**config.mk**
```make
export PLATFORM = sky130hd
export DESIGN_NAME = pipe_stall_ctrl
export DESIGN_NICKNAME = d
export VERILOG_FILES = /design/src/rtl/pipe_stall_ctrl.sv
export SDC_FILE = /design/constraint.sdc
export NUM_CORES = 1
export LEC_CHECK = 0
export CORE_MARGIN = 2
export CORE_UTILIZATION = 55
export DETAILED_ROUTE_END_ITERATION = 6
export DONT_BUFFER_PORTS = 1
export PLACE_DENSITY = 0.7
export SLEW_MARGIN = 10
export SYNTH_ARGS = -nofsm -noshare
export SYNTH_HDL_FRONTEND = slang
export SYNTH_SLANG_ARGS = --single-unit
```
**constraint.sdc**
```tcl
create_clock -name clk_i -period 2.55 [get_ports clk_i]
set_input_delay 0.6375 -clock clk_i [delete_from_list [all_inputs] [get_ports clk_i]]
set_output_delay 0.6375 -clock clk_i [all_outputs]
set_load 0.05 [all_outputs]
```
**src/rtl/pipe_stall_ctrl.sv**
```systemverilog
// pipe_stall_ctrl: merges load-use, taken-branch and data-memory-wait stall
// sources into one set of pipeline-register enables and bubble/flush selects.
// Adds a memory-wait timeout with a sticky error and a saturating counter of
// stalled cycles (cycles where the PC is not written).
//
// Control outputs are Mealy (current state plus current inputs).
// dmem handshake: dmem_req_i marks an access in MEM this cycle, dmem_ack_i
// marks its completion in the same cycle; req without ack is a miss that
// freezes the pipeline until ack arrives or the timeout expires.
module pipe_stall_ctrl #(
  parameter int unsigned TIMEOUT = 64,
  parameter int unsigned CNT_W   = 16
) (
  input  logic             clk_i,
  input  logic             rst_i,
  input  logic [4:0]       if_idrs_i,
  input  logic [4:0]       if_idrt_i,
  input  logic [4:0]       id_ex_rt_i,
  input  logic             id_ex_memread_i,
  input  logic             br_taken_i,
  input  logic             dmem_req_i,
  input  logic             dmem_ack_i,
  input  logic             cnt_clr_i,
  output logic             pc_we_o,
  output logic             if_id_we_o,
  output logic             if_id_flush_o,
  output logic             id_ex_bubble_o,
  output logic             ex_mem_we_o,
  output logic             mem_wb_bubble_o,
  output logic             err_o,
  output logic [CNT_W-1:0] stall_cnt_o,
  output logic [1:0]       dbg_state_o
);

  typedef enum logic [1:0] {
    RUN      = 2'd0,
    LU_STALL = 2'd1,
    MEM_WAIT = 2'd2,
    ERR      = 2'd3
  } state_t;

  localparam logic [15:0] TO_LAST = 16'(TIMEOUT - 1);

  state_t           r_state;
  state_t           w_next;
  logic [15:0]      r_to_cnt;
  logic [15:0]      w_to_next;
  logic             r_err;
  logic             w_err_set;
  logic [CNT_W-1:0] r_stall_cnt;

  logic w_lu;
  logic w_mw;
  logic w_pc_we;
  logic w_if_id_we;
  logic w_if_id_flush;
  logic w_id_ex_bubble;
  logic w_ex_mem_we;
  logic w_mem_wb_bubble;

  // Hazard detection: register 0 never creates a load-use dependency.
  assign w_lu = id_ex_memread_i && (id_ex_rt_i != 5'd0) &&
                ((if_idrs_i == id_ex_rt_i) || (if_idrt_i == id_ex_rt_i));
  assign w_mw = dmem_req_i && !dmem_ack_i;

  // State register, memory-wait timeout counter and sticky error.
  always_ff @(posedge clk_i or negedge rst_i) begin
    if (!rst_i) begin
      r_state  <= RUN;
      r_to_cnt <= '0;
      r_err    <= 1'b0;
    end else begin
      r_state  <= w_next;
      r_to_cnt <= w_to_next;
      if (w_err_set) r_err <= 1'b1;
    end
  end

  // Next-state and Mealy control outputs; RUN defaults apply during reset.
  always_comb begin
    w_next          = r_state;
    w_to_next       = r_to_cnt;
    w_err_set       = 1'b0;
    w_pc_we         = 1'b1;
    w_if_id_we      = 1'b1;
    w_if_id_flush   = 1'b0;
    w_id_ex_bubble  = 1'b0;
    w_ex_mem_we     = 1'b1;
    w_mem_wb_bubble = 1'b0;
    if (rst_i) begin
      case (r_state)
        RUN, LU_STALL: begin
          if (w_mw) begin
            w_pc_we         = 1'b0;
            w_if_id_we      = 1'b0;
            w_ex_mem_we     = 1'b0;
            w_mem_wb_bubble = 1'b1;
            w_next          = MEM_WAIT;
            w_to_next       = 16'd1;
          end else if (w_lu && (r_state == RUN)) begin
            // Branch is not resolved while its operands stall.
            w_pc_we        = 1'b0;
            w_if_id_we     = 1'b0;
            w_id_ex_bubble = 1'b1;
            w_next         = LU_STALL;
          end else begin
            // ID/EX holds a bubble after LU_STALL, so lu is masked there.
            w_if_id_flush = br_taken_i;
            w_next        = RUN;
          end
        end
        MEM_WAIT: begin
          if (dmem_ack_i) begin
            w_if_id_flush = br_taken_i;
            w_next        = RUN;
            w_to_next     = '0;
          end else begin
            w_pc_we         = 1'b0;
            w_if_id_we      = 1'b0;
            w_ex_mem_we     = 1'b0;
            w_mem_wb_bubble = 1'b1;
            if (r_to_cnt == TO_LAST) begin
              w_next    = ERR;
              w_err_set = 1'b1;
            end else begin
              w_to_next = r_to_cnt + 16'd1;
            end
          end
        end
        default: begin
          // ERR: pipeline frozen until reset; a late ack is ignored.
          w_pc_we         = 1'b0;
          w_if_id_we      = 1'b0;
          w_ex_mem_we     = 1'b0;
          w_mem_wb_bubble = 1'b1;
        end
      endcase
    end
  end

  // Saturating stall-cycle counter; clear wins over increment.
  always_ff @(posedge clk_i or negedge rst_i) begin
    if (!rst_i) begin
      r_stall_cnt <= '0;
    end else if (cnt_clr_i) begin
      r_stall_cnt <= '0;
    end else if (!w_pc_we && (r_state != ERR) && (r_stall_cnt != '1)) begin
      r_stall_cnt <= r_stall_cnt + 1'b1;
    end
  end

  assign pc_we_o         = w_pc_we;
  assign if_id_we_o      = w_if_id_we;
  assign if_id_flush_o   = w_if_id_flush;
  assign id_ex_bubble_o  = w_id_ex_bubble;
  assign ex_mem_we_o     = w_ex_mem_we;
  assign mem_wb_bubble_o = w_mem_wb_bubble;
  assign err_o           = r_err;
  assign stall_cnt_o     = r_stall_cnt;
  assign dbg_state_o     = r_state;

endmodule

```
==> results.yml <==
run_status:
  status: "finished clean"
worst_setup_path:
  critical-path-slowest-cell: "or4_4"
  worst_path_dominant_cell_family: "simple AND/OR/NAND/NOR gates"
  r2r-end: "stall_cnt_o[0]"
  critPathKind: "input pin to output port"
  cp.required_ns: 1.91
  crit_buf_inv: 0
  r2r-start: "dbg_state_o[1]"
  arrival_ns: 1.86
  rr_worst_depth: 7
  crit_chain: "or4_4 > o2111ai_4 > nor2b_4 > a21boi_2 > and2_4"
  cp-end-kind: "output port"
  path_max_fanout: 3
  start_kind: "input pin"
  r2r_slack_ns: 0.39
  critPathMaxStageDelay_ns: 0.53
final_layout:
  num-nets-final: 304
  drive_gt1_share_pct: 21.7
  multiInputGateArea_um2: 1320
  final_cell_area_um2: 2660
  syn2layout_area_growth_pct: 19.5
  antennaDiodeCount: 0
  regArea_um2: 876
  nFillCells: 336
sta:
  hold_viol: 0
  worst_pin_slew_ns: 0.607
  slew_headroom_pct: 59.1
  layout_setup_ws_ns: 0.0565
  clock_skew_ns: 0.00492
  final_max_slew_viol_count: 0
  period_share_pct: 97.8
  max_freq_mhz: 401
  rsz0062_at_grt: "false"
  whs_ns: 0.0330
  period_needed_ns: 2.49
  fin_tns_setup_ns: 0
  setup_viol: 0
power:
  power_switching_uw: 477
  power.density_nw_per_um2: 573
  p_sw_share_pct: 31.3
  pwr-share-comb_pct: 24.9
  power_uw: 1520
  vdd_drop_max_mv: 0.386
  p_leak_uw: 0.00109
  clkPwrFrac_pct: 34.5
  power_frac_seq_pct: 40.6
  internal_power_uw: 1040
grt:
  antenna_found_initial: 0
  grt_use_total_pct: 23.0
  overflow: 0
  grt_pass1_vias: 1811
  grt_pass1_wl_um: 7910
  grt_max_degree: 49
drt:
  drt_wl_total_um: 4870
  routedWlPerCell_um: 14.7
  ant_nets: 0
  drcViolationCount: 0
  via_per_inst: 5.96
  dr.pass1.iters: 4
  drt_iter0_drc: 121
  vias: 1973
cts:
  cts_buffer_depth: 2
  clockRootBuffer: "clkbuf_8"
  numCtsBuffers: 5
  post_cts_buffers: 0
  cts_hold_repair.buffers: 0
  cts_tree: "done"
  clk_pin_slew_ns: 0.08
  clk_latency_ns: 0.29
  clock-sinks: 35
  h-tree-depth: 2
yosys:
  synth.distinct_cells: 50
  synth_area_um2: 2220
  netlist_instances: 253
  avgSynthCellArea_um2: 8.78
  yosysTopAreaCellShare_pct: 39.4
  synth_edf_count: 0
  synth_fp_nets: 277
  ys_top_cells_by_area: "dfrtp_1, xnor2_1, nor2_1"
  yosys-top-cells-count: "dfrtp_1, nor2_1, nand2_1"
  synth_ff_type: "dfrtp_1"
  async_flop_share_pct: 100
  yosysMostFrequentCell: "dfrtp_1"
  yosysSeqAreaShare_pct: 39.4
  yosys_warnings: 0
  yosys.area.top_type: "dfrtp_1"
  ys_ff_latch: 35
die:
  io_pins: 47
  initial_core_util_pct: 56.3
  dieArea_um2: 4560
  fp.coreArea_um2: 3940
  die_w_um: 67.5
  die_y_um: 67.5
  fp-row-count: 23
placed_design:
  dp_slack_ns: 0.0244
  io_buffers: 0
  placed_area_um2: 2530
  detailed_place_hpwl_um: 3540
  place.gp.congestion: 0.844
worst_hold_path:
  hp-class: "input pin to async pin"
job:
  cap_violations: 0
worst max-delay path by stage:
stage               slack [ns]  cells past startpoint          start              to
floorplan                -0.17                      5  id_ex_rt_i[1]         pc_we_o
global placement          0.04                      5  id_ex_rt_i[1]  id_ex_bubble_o
detailed placement        0.02                      5  id_ex_rt_i[1]  id_ex_bubble_o
CTS                       0.02                      6  id_ex_rt_i[4]  id_ex_bubble_o
global route              0.02                      5  id_ex_rt_i[1]  id_ex_bubble_o
finish                    0.06                      5  id_ex_rt_i[1]  id_ex_bubble_o
per-stage QoR:
stage / util (%) / cells
final: 67.3 / 331
after global routing: 67.3 / 331
after CTS: 67.2 / 331
after detailed placement: 64.3 / 323
after global placement: 64.3 / 323
after floorplan: - / 253
sequential cells by signal (all words and copies together), names as in the netlist:
signal / count
r_to_cnt: 16
stall_cnt_o: 16
dbg_state_o: 2
err_o: 1
per-layer routing:
metal / global-route usage (%) / vias up / share of wire, %
met1: 29.1 / 949 / 44
li1: - / 963 / -
met3: 7.17 / 6 / 6.9
met2: 37.7 / 55 / 47
met4: 6.38 / 0 / 1.2
met5: 0 / - / 0
power by group through the flow:
stage / logic [uW] / registers (uW) / clock network, uW
5_1_grt: 416 / 622 / 559
3_3_place_gp: 371 / 626 / 0
4_1_cts: 380 / 618 / 534
3_5_place_dp: 377 / 629 / 0
2_1_floorplan: 257 / 656 / 0
6_report: 378 / 618 / 525
worst register-to-register path: stages, from the launching register on:
cell and delay [ns]:
dfrtp_1 0.51, inv_2 0.16, o2111ai_4 0.15, buf_4 0.17, nand2_2 0.12, inv_1 0.05
nor4_1 0.47, mux2_2 0.40
timing repair:
| action | 4_1_cts | 5_1_grt |
|---|---|---|
| hold endpoints to repair | 0 | 0 |
| endpoints found under the setup margin | 0 | 1 |
| gates resized for setup | 0 | 2 |
layout make-up:
cell class,count,share of cell area [%]
multi-input cells,199,49.5
flip-flops and latches,35,33.0
repair buffers,29,9.14
clock buffers,6,3.11
well taps,50,2.36
inverters,10,1.56
clock inverters,2,1.32
cell usage in the layout, fill, tap and decap left out, types with 7 or more instances in the layout:
cell type / netlist / final
a21oi_1: 15 / 15
buf_4: 2 / 27
dfrtp_1: 35 / 35
inv_1: 9 / 8
nand2_1: 19 / 18
nand3_1: 17 / 17
nand4_1: 8 / 8
nor2_1: 26 / 26
o21ai_0: 13 / 12
or3_1: 7 / 7
xnor2_1: 17 / 17
logic make-up after synthesis:
logic type               Yosys count  share of synthesized area [%]
AO/OA/AOI/OAI                     51                           15.1
XOR/XNOR                          23                           9.07
adder cells (fa/ha/maj)            2                           1.13
buffers and inverters             19                           3.94
flip-flops                        35                           39.4
multiplexers                       6                           2.99
AND/OR/NAND/NOR                  117                           28.3
No activity file was read; power rests on OpenSTA's default activity.
